**src/rtl/led_panel_receiver_pkg.sv**
```systemverilog
// Shared LED panel definitions: geometry defaults, FM6126 latch counts, FSM encoding, pixel payload.
package led_panel_receiver_pkg;

  localparam int unsigned PANEL_W_DEF = 64;
  localparam int unsigned RGB_W       = 3;
  localparam int unsigned ADDR_W      = 5;
  localparam int unsigned X_W         = 6;
  localparam int unsigned REG_W       = 16;
  localparam int unsigned COL_CNT_W   = 7;
  localparam int unsigned LAT_CNT_W   = 4;
  localparam int unsigned DATA_W      = 2 * RGB_W + ADDR_W;

  // FM6126 register writes are signalled by the number of clocks latch stays high
  localparam int unsigned LAT_R1 = 11;
  localparam int unsigned LAT_R2 = 12;

  typedef enum logic [1:0] {
    ST_IDLE    = 2'd0,
    ST_PENDING = 2'd1,
    ST_STREAM  = 2'd2
  } rx_state_t;

  typedef struct packed {
    logic [RGB_W-1:0] rgb0;
    logic [RGB_W-1:0] rgb1;
  } pix_t;

endpackage

```
**src/rtl/led_panel_receiver_if.sv**
```systemverilog
// Row pixel stream: valid/ready handshake carrying one column per beat.
interface led_panel_receiver_if;
  import led_panel_receiver_pkg::*;

  logic              out_valid;
  logic              out_ready;
  logic [X_W-1:0]    out_x;
  logic [ADDR_W-1:0] out_addr;
  logic [RGB_W-1:0]  out_rgb0;
  logic [RGB_W-1:0]  out_rgb1;

  modport master (output out_valid, out_x, out_addr, out_rgb0, out_rgb1, input out_ready);
  modport slave  (input out_valid, out_x, out_addr, out_rgb0, out_rgb1, output out_ready);

endinterface

```
**src/rtl/led_panel_receiver_sync_edge.sv**
```systemverilog
// Multi-flop synchronizer for one asynchronous strobe plus rise/fall detect from one extra flop.
module led_panel_receiver_sync_edge #(
  parameter int unsigned SYNC_STAGES = 2
) (
  input  logic clk,
  input  logic resetn,
  input  logic d,
  output logic level,
  output logic rise_c,
  output logic fall_c
);

  logic [SYNC_STAGES-1:0] sync_q;
  logic                   prev_q;

  always_ff @(posedge clk or negedge resetn) begin
    if (!resetn) begin
      sync_q <= '0;
      prev_q <= 1'b0;
    end else begin
      sync_q <= {sync_q[SYNC_STAGES-2:0], d};
      prev_q <= sync_q[SYNC_STAGES-1];
    end
  end

  assign level  = sync_q[SYNC_STAGES-1];
  assign rise_c = level & ~prev_q;
  assign fall_c = ~level & prev_q;

endmodule

```
**src/rtl/led_panel_receiver.sv**
```systemverilog
// HUB75 panel-side receiver: shifts columns, decodes FM6126 register writes, streams latched rows.
module led_panel_receiver
  import led_panel_receiver_pkg::*;
#(
  parameter int unsigned PANEL_W     = PANEL_W_DEF,
  parameter int unsigned SYNC_STAGES = 2
) (
  input  logic                 clk,
  input  logic                 resetn,
  input  logic [RGB_W-1:0]     hub_rgb0,
  input  logic [RGB_W-1:0]     hub_rgb1,
  input  logic [ADDR_W-1:0]    hub_addr,
  input  logic                 hub_blank,
  input  logic                 hub_latch,
  input  logic                 hub_sclk,
  led_panel_receiver_if.master stream,
  output logic                 reg_wr,
  output logic                 reg_sel,
  output logic [REG_W-1:0]     reg_data,
  output logic                 panel_blank,
  output logic                 row_len_err,
  output logic                 overrun,
  output logic                 latch_err
);

  localparam int unsigned IDX_W = (PANEL_W > 1) ? $clog2(PANEL_W) : 1;

  // Strobe synchronizers
  logic sclk_lvl, sclk_rise_c, sclk_fall_c;
  logic latch_lvl, latch_rise_c, latch_fall_c;
  logic blank_rise_c, blank_fall_c;

  led_panel_receiver_sync_edge #(.SYNC_STAGES(SYNC_STAGES)) u_sync_sclk (
    .clk(clk), .resetn(resetn), .d(hub_sclk),
    .level(sclk_lvl), .rise_c(sclk_rise_c), .fall_c(sclk_fall_c));

  led_panel_receiver_sync_edge #(.SYNC_STAGES(SYNC_STAGES)) u_sync_latch (
    .clk(clk), .resetn(resetn), .d(hub_latch),
    .level(latch_lvl), .rise_c(latch_rise_c), .fall_c(latch_fall_c));

  led_panel_receiver_sync_edge #(.SYNC_STAGES(SYNC_STAGES)) u_sync_blank (
    .clk(clk), .resetn(resetn), .d(hub_blank),
    .level(panel_blank), .rise_c(blank_rise_c), .fall_c(blank_fall_c));

  logic unused_edges;
  assign unused_edges = ^{sclk_lvl, sclk_fall_c, latch_rise_c, blank_rise_c};

  // Data bits share the strobe synchronizer depth so they line up with the sclk edge
  logic [SYNC_STAGES-1:0][DATA_W-1:0] data_sync_q;
  logic [DATA_W-1:0]                  data_s;
  pix_t                               pix_s;
  logic [ADDR_W-1:0]                  addr_s;

  always_ff @(posedge clk or negedge resetn) begin
    if (!resetn) data_sync_q <= '0;
    else         data_sync_q <= {data_sync_q[SYNC_STAGES-2:0], hub_rgb0, hub_rgb1, hub_addr};
  end

  assign data_s = data_sync_q[SYNC_STAGES-1];
  assign pix_s  = pix_t'(data_s[DATA_W-1:ADDR_W]);
  assign addr_s = data_s[ADDR_W-1:0];

  // Counters and shadow including this cycle's sclk edge, so a coincident latch fall sees it
  logic [COL_CNT_W-1:0] col_cnt_q, col_inc_c;
  logic [LAT_CNT_W-1:0] lat_cnt_q, lat_inc_c;
  logic [REG_W-1:0]     shadow_q, shadow_inc_c;

  always_comb begin
    col_inc_c    = col_cnt_q;
    lat_inc_c    = lat_cnt_q;
    shadow_inc_c = shadow_q;
    if (sclk_rise_c) begin
      if (col_cnt_q != '1)              col_inc_c = col_cnt_q + COL_CNT_W'(1);
      if (latch_lvl && lat_cnt_q != '1) lat_inc_c = lat_cnt_q + LAT_CNT_W'(1);
      shadow_inc_c = {shadow_q[REG_W-2:0], pix_s.rgb0[0]};
    end
  end

  logic is_r1_c, is_r2_c, row_latch_c, lat_bad_c;
  assign is_r1_c     = latch_fall_c && (lat_inc_c == LAT_CNT_W'(LAT_R1));
  assign is_r2_c     = latch_fall_c && (lat_inc_c == LAT_CNT_W'(LAT_R2));
  assign row_latch_c = latch_fall_c && (lat_inc_c == '0);
  assign lat_bad_c   = latch_fall_c && !(is_r1_c || is_r2_c || row_latch_c);

  // Column shift buffer and latched row buffer (no reset needed on contents)
  pix_t [PANEL_W-1:0] shift_buf_q, shift_nxt_c, row_buf_q;
  logic               capture_c;

  assign shift_nxt_c = sclk_rise_c ? {pix_s, shift_buf_q[PANEL_W-1:1]} : shift_buf_q;

  always_ff @(posedge clk) begin
    shift_buf_q <= shift_nxt_c;
    if (capture_c) row_buf_q <= shift_nxt_c;
  end

  // FSM state and registered stream outputs
  rx_state_t         state_q, state_nxt;
  logic              valid_q, valid_nxt;
  logic [X_W-1:0]    x_q, x_nxt;
  logic [ADDR_W-1:0] addr_q, addr_nxt;
  pix_t              pix_q, pix_nxt;

  always_comb begin
    state_nxt = state_q;
    valid_nxt = valid_q;
    x_nxt     = x_q;
    addr_nxt  = addr_q;
    pix_nxt   = pix_q;
    capture_c = 1'b0;
    case (state_q)
      ST_IDLE: begin
        if (row_latch_c) begin
          capture_c = 1'b1;
          state_nxt = ST_PENDING;
        end
      end
      ST_PENDING: begin
        if (blank_fall_c) begin
          state_nxt = ST_STREAM;
          addr_nxt  = addr_s;
          valid_nxt = 1'b1;
          x_nxt     = '0;
          pix_nxt   = row_buf_q[0];
        end
      end
      ST_STREAM: begin
        if (valid_q && stream.out_ready) begin
          if (x_q == X_W'(PANEL_W - 1)) begin
            valid_nxt = 1'b0;
            state_nxt = ST_IDLE;
          end else begin
            x_nxt   = x_q + X_W'(1);
            pix_nxt = row_buf_q[IDX_W'(x_nxt)];
          end
        end
      end
      default: begin
        state_nxt = ST_IDLE;
        valid_nxt = 1'b0;
      end
    endcase
  end

  always_ff @(posedge clk or negedge resetn) begin
    if (!resetn) begin
      state_q     <= ST_IDLE;
      valid_q     <= 1'b0;
      x_q         <= '0;
      addr_q      <= '0;
      pix_q       <= '0;
      col_cnt_q   <= '0;
      lat_cnt_q   <= '0;
      shadow_q    <= '0;
      reg_wr      <= 1'b0;
      reg_sel     <= 1'b0;
      reg_data    <= '0;
      row_len_err <= 1'b0;
      overrun     <= 1'b0;
      latch_err   <= 1'b0;
    end else begin
      state_q     <= state_nxt;
      valid_q     <= valid_nxt;
      x_q         <= x_nxt;
      addr_q      <= addr_nxt;
      pix_q       <= pix_nxt;
      col_cnt_q   <= latch_fall_c ? '0 : col_inc_c;
      lat_cnt_q   <= latch_fall_c ? '0 : lat_inc_c;
      shadow_q    <= shadow_inc_c;
      reg_wr      <= is_r1_c || is_r2_c;
      if (is_r1_c || is_r2_c) begin
        reg_sel  <= is_r2_c;
        reg_data <= shadow_inc_c;
      end
      row_len_err <= row_latch_c && (col_inc_c != COL_CNT_W'(PANEL_W));
      overrun     <= row_latch_c && (state_q != ST_IDLE);
      latch_err   <= lat_bad_c;
    end
  end

  assign stream.out_valid = valid_q;
  assign stream.out_x     = x_q;
  assign stream.out_addr  = addr_q;
  assign stream.out_rgb0  = pix_q.rgb0;
  assign stream.out_rgb1  = pix_q.rgb1;

endmodule

```
**src/flat_wrapper.sv**
```systemverilog
// flat-port wrapper written by rule: the top's interface ports become plain ports
module led_panel_receiver_flat import led_panel_receiver_pkg::*;
#(
  parameter int unsigned PANEL_W     = PANEL_W_DEF,
  parameter int unsigned SYNC_STAGES = 2
)
  (clk, resetn, hub_rgb0, hub_rgb1, hub_addr, hub_blank, hub_latch, hub_sclk, reg_wr, reg_sel, reg_data, panel_blank, row_len_err, overrun, latch_err, stream_out_valid, stream_out_x, stream_out_addr, stream_out_rgb0, stream_out_rgb1, stream_out_ready);
  led_panel_receiver_if stream_i ();
  input  logic clk;
  input  logic resetn;
  input  logic [RGB_W-1:0] hub_rgb0;
  input  logic [RGB_W-1:0] hub_rgb1;
  input  logic [ADDR_W-1:0] hub_addr;
  input  logic hub_blank;
  input  logic hub_latch;
  input  logic hub_sclk;
  output logic reg_wr;
  output logic reg_sel;
  output logic [REG_W-1:0] reg_data;
  output logic panel_blank;
  output logic row_len_err;
  output logic overrun;
  output logic latch_err;
  output wire logic [$bits(stream_i.out_valid)-1:0] stream_out_valid;
  output wire logic [$bits(stream_i.out_x)-1:0] stream_out_x;
  output wire logic [$bits(stream_i.out_addr)-1:0] stream_out_addr;
  output wire logic [$bits(stream_i.out_rgb0)-1:0] stream_out_rgb0;
  output wire logic [$bits(stream_i.out_rgb1)-1:0] stream_out_rgb1;
  input wire logic [$bits(stream_i.out_ready)-1:0] stream_out_ready;
  assign stream_out_valid = stream_i.out_valid;
  assign stream_out_x = stream_i.out_x;
  assign stream_out_addr = stream_i.out_addr;
  assign stream_out_rgb0 = stream_i.out_rgb0;
  assign stream_out_rgb1 = stream_i.out_rgb1;
  assign stream_i.out_ready = stream_out_ready;
  led_panel_receiver #(.PANEL_W(PANEL_W), .SYNC_STAGES(SYNC_STAGES)) u_core (.clk(clk), .resetn(resetn), .hub_rgb0(hub_rgb0), .hub_rgb1(hub_rgb1), .hub_addr(hub_addr), .hub_blank(hub_blank), .hub_latch(hub_latch), .hub_sclk(hub_sclk), .stream(stream_i), .reg_wr(reg_wr), .reg_sel(reg_sel), .reg_data(reg_data), .panel_blank(panel_blank), .row_len_err(row_len_err), .overrun(overrun), .latch_err(latch_err));
endmodule
```
**config.mk**
```make
export PLATFORM = sky130hd
export DESIGN_NAME = led_panel_receiver_flat
export DESIGN_NICKNAME = d
export VERILOG_FILES = /design/src/rtl/led_panel_receiver_pkg.sv /design/src/rtl/led_panel_receiver_if.sv /design/src/rtl/led_panel_receiver_sync_edge.sv /design/src/rtl/led_panel_receiver.sv /design/src/flat_wrapper.sv
export SDC_FILE = /design/constraint.sdc
export NUM_CORES = 1
export LEC_CHECK = 0
export ABC_AREA = 1
export ABC_CLOCK_PERIOD_IN_PS = 18200
export BUFFER_PORTS_ARGS = -buffer_cell sky130_fd_sc_hd__buf_2
export CORE_ASPECT_RATIO = 1.25
export CORE_UTILIZATION = 40
export CTS_CLUSTER_DIAMETER = 80
export CTS_CLUSTER_SIZE = 24
export DETAILED_ROUTE_END_ITERATION = 10
export PLACE_DENSITY = 0.6
export SLEW_MARGIN = 10
export SYNTH_ARGS = -nofsm -noshare
export SYNTH_HDL_FRONTEND = slang
export SYNTH_SLANG_ARGS = --single-unit
export TNS_END_PERCENT = 50
```
**constraint.sdc**
```tcl
create_clock -name clk -period 18.2 [get_ports clk]
set_input_delay 0.91 -clock clk [delete_from_list [all_inputs] [get_ports clk]]
set_output_delay 0.91 -clock clk [all_outputs]
set_load 0.02 [all_outputs]
```
==> impl_metrics.csv <==
group,metric,value,unit
clock_network,cts_buffers,42,
clock_network,clk_latency,0.61,ns
grt,grt_max_degree,170,
timing,finalHoldViolations,0,
timing,period_share,0.2643,
synthesis,synth_seq_cells,867,
grt,grt_pass1_vias,19483,
clock_network,clock_path_buffers,3,
cells_and_area,most-common-layout-cells,"nand2_1, o21ai_0, edfxtp_1, dfxtp_1, nor2_1",
synthesis,syn_inst,3122,
critical_path,cpMostUsedCell,"nand2_1",
floorplan,fp-row-count,114,
route,wirelength,63530,um
route,drtPass1Iterations,4,
synthesis,yosys_warnings,0,
timing,fin_ws,13.39,ns
critical_path,worstPathRequired,18.42,ns
place,portBuffers,56,
floorplan,die_area,79700,sq um
cells_and_area,fin_nets,3092,
cells_and_area,layout.cells.most_common,"nand2_1",
grt,overflow,0,
run,maxCapViolCount,0,
cells_and_area,synthToLayoutAreaGrowth,7.597,%
synthesis,synth-seq-area-share,0.6904,
clock_network,clockRootBuffer,"clkbuf_16",
grt,grt_pass1_wl,102700,um
clock_network,cts_htree_levels,2,
synthesis,syn_nets,3142,
critical_path,path_cells,"nor2_4 > nand3_4 > nor2_1 > nand2_1 > nand2_1 > nand2_2 > nor2_1 > nand2_1 > nor2_4 > buf_4 > buf_4",
clock_network,cts.repair.resized,0,
synthesis,synth_top_family_by_area,"simple AND/OR/NAND/NOR gates",
power,p_per_area,144.0,nW/um^2
run_status,status,"finished clean",
cells_and_area,multi_input_area,8045,sq um
grt,track_usage,0.1611,
route,vias,19957,
synthesis,synth.cell_area,31430,sq um
grt,grt.busiest_layer,"met2",
floorplan,die_h,315.4,um
timing,rsz0062_at_grt,"no",
timing,finalClockSkew,0.03212,ns
route,antenna_left,0,
synthesis,synthMuxAreaShare,0.001792,
route,post_drt_wl_per_cell,15.31,um
synthesis,avgSynthCellArea,10.07,sq um
clock_network,clkTransAtPathRegs,0.09,ns
floorplan,start_util,0.4050,
cells_and_area,regArea,21700,sq um
synthesis,synth_compound_area_frac,0.09022,
floorplan,core-area,77590,sq um
floorplan,pin_count,57,
critical_path,worst_path_max_delay_cell,"buf_4",
cells_and_area,drive_gt1_frac,0.04926,
timing,post-route-min-period,4.811,ns
synthesis,synth.distinct_cells,34,
cells_and_area,n_fill_cell,7483,
timing,fmax,207.9,MHz
place,dp_slack,13.34,ns
clock_network,cts_setup_buffers,0,
grt,met2_usage,0.2866,
critical_path,cp-start-kind,"flop",
timing,tns,0,ns
grt,use_met3,0.02140,
cells_and_area,n_antenna_cell,0,
clock_network,cts_tree,"yes",
grt,antenna_found_initial,1,
critical_path,end_kind,"flop",
timing,drv_slew,0,
clock_network,cts.sinks,867,
timing,tightest_slew,1.114,ns
grt,grtUsageMet1,0.2079,
timing,setup_violations,0,
route,drc_errors,0,
synthesis,synth_xor_area_frac,0.002468,
power,p_leak,13.07,nW
place,finalWeightedCongestion,0.7437,
critical_path,crit_type,"reg2reg",
worst_hold_path,hold_path.class,"in2async",
place,hpwlAfterDp,34850,um
synthesis,synth-simple-area-share,0.1589,
route,via_per_inst,4.809,
critical_path,arrival,5.03,ns
cells_and_area,fin_area,33810,sq um
floorplan,die_w,252.7,um
power,ir_drop,90.01,uV
clock_network,ctsHoldBuffers,0,
critical_path,critical-path-max-stage-delay,0.89,ns
critical_path,path_max_fanout,81,
synthesis,synth-adder-area-share,0.001194,
timing,relSlewSlack,0.2563,
route,drt_iter0_drc,1261,
place,placed_cell_area,32580,sq um
[sequential cells by signal, indices dropped and copies added (netlist names), 3 cells and up]
register	cells
u_core.col_cnt_q	7
u_core.data_s	11
u_core.data_sync_q	11
u_core.lat_cnt_q	4
u_core.reg_data	16
u_core.row_buf_q	384
u_core.shadow_q	16
u_core.shift_buf_q	384
u_core.stream.out_addr	5
u_core.stream.out_rgb0	3
u_core.stream.out_rgb1	3
u_core.stream.out_x	6
[worst paths after layout]
| check | from | end | slack (ns) | cells past startpoint |
|---|---|---|---|---|
| worst max-delay path | u_core.u_sync_sclk.prev_q | u_core.row_buf_q[186] | 13.39 | 11 |
| worst min register to register | u_core.data_sync_q[10] | u_core.data_s[10] | 0.35 | 0 |
| worst min-delay path | resetn | u_core.stream.out_addr[4] | 0.27 | 1 |
| worst max register to register | u_core.u_sync_sclk.prev_q | u_core.row_buf_q[186] | 13.39 | 11 |
| max in group asynchronous | resetn | u_core.stream.out_x[0] | 16.67 | 2 |
| min in group clk | u_core.data_sync_q[10] | u_core.data_s[10] | 0.35 | 0 |
[stage by stage]
stage	std cells	util	hold slack (ns)	power, mW
after global placement	4071	0.4195	0.3324	3.877
after floorplan	3122	-	0.3312	3.474
after CTS	4150	0.4358	0.2490	4.943
after global routing	4150	0.4358	0.2852	5.196
after detailed placement	4072	0.4199	0.3347	3.899
final	4150	0.4358	0.2670	4.870
[area by class of cell]
type | count | area share
clock buffers | 74 | 0.03463
inverters | 269 | 0.03031
flip-flops and latches | 867 | 0.6417
repair buffers | 81 | 0.01488
well taps | 1044 | 0.03863
multi-input cells | 1811 | 0.2379
clock inverters | 4 | 0.001887
[routing by layer]
| layer | routed length [um] | up-vias |
|---|---|---|
| li1 | - | 10124 |
| met1 | 28240 | 9494 |
| met2 | 31600 | 269 |
| met3 | 2560 | 70 |
| met4 | 1123 | 0 |
| met5 | 0 | - |
[synthesized netlist by cell type]
cell      count  area, sq um
xor2_1        5        43.79
nand3_4       3        52.55
nand4_1       4        25.02
nand3_1     199        996.0
a21oi_1       9        45.04
or2_0         1        6.260
nor2_1      287         1077
nor2_4        2        22.52
inv_2         2        7.510
nand2_1     737         2766
o21ai_0     513         2567
dfrtp_1      99         2477
mux2_2        5        56.30
o22ai_1       1        6.260
buf_1         2        7.510
xnor2_1       2        17.52
nand2_4       1        11.26
inv_1       266        998.5
edfxtp_1    384        11530
xor2_2        1        16.27
buf_6         1        11.26
o211ai_1     15        112.6
ha_1          3        37.54
a21oi_2       1        8.760
clkinv_1      1        3.750
buf_2        45        225.2
dfxtp_1     384         7687
o21ai_2       2        17.52
clkbuf_1    126        473.0
a21boi_0      1        7.510
o21ai_1      14        70.07
clkbuf_2      1        5.000
nand2_2       2        12.51
nand3b_1      3        22.52
[power breakdown]
part	internal (mW)	leakage [nW]	switching [mW]
logic	0.377	4.46	0.930
clock network	0.448	0.583	0.595
registers	2.40	8.03	0.125
total	3.22	13.1	1.65
[cells by family after synthesis]
| kind of cell | count (synthesis) |
|---|---|
| flops | 867 |
| simple gates | 1239 |
| buf+inv | 444 |
| compound gates | 556 |
| fa+ha+maj | 3 |
| mux | 5 |
| xor+xnor | 8 |
[worst max-delay path: cells and delay by family, from the launching register on]
kind          cells  cell delay (ns)
buf+inv           2             1.76
flops             1             0.41
simple gates      9             2.12
Power figures use the tool's default switching activity.
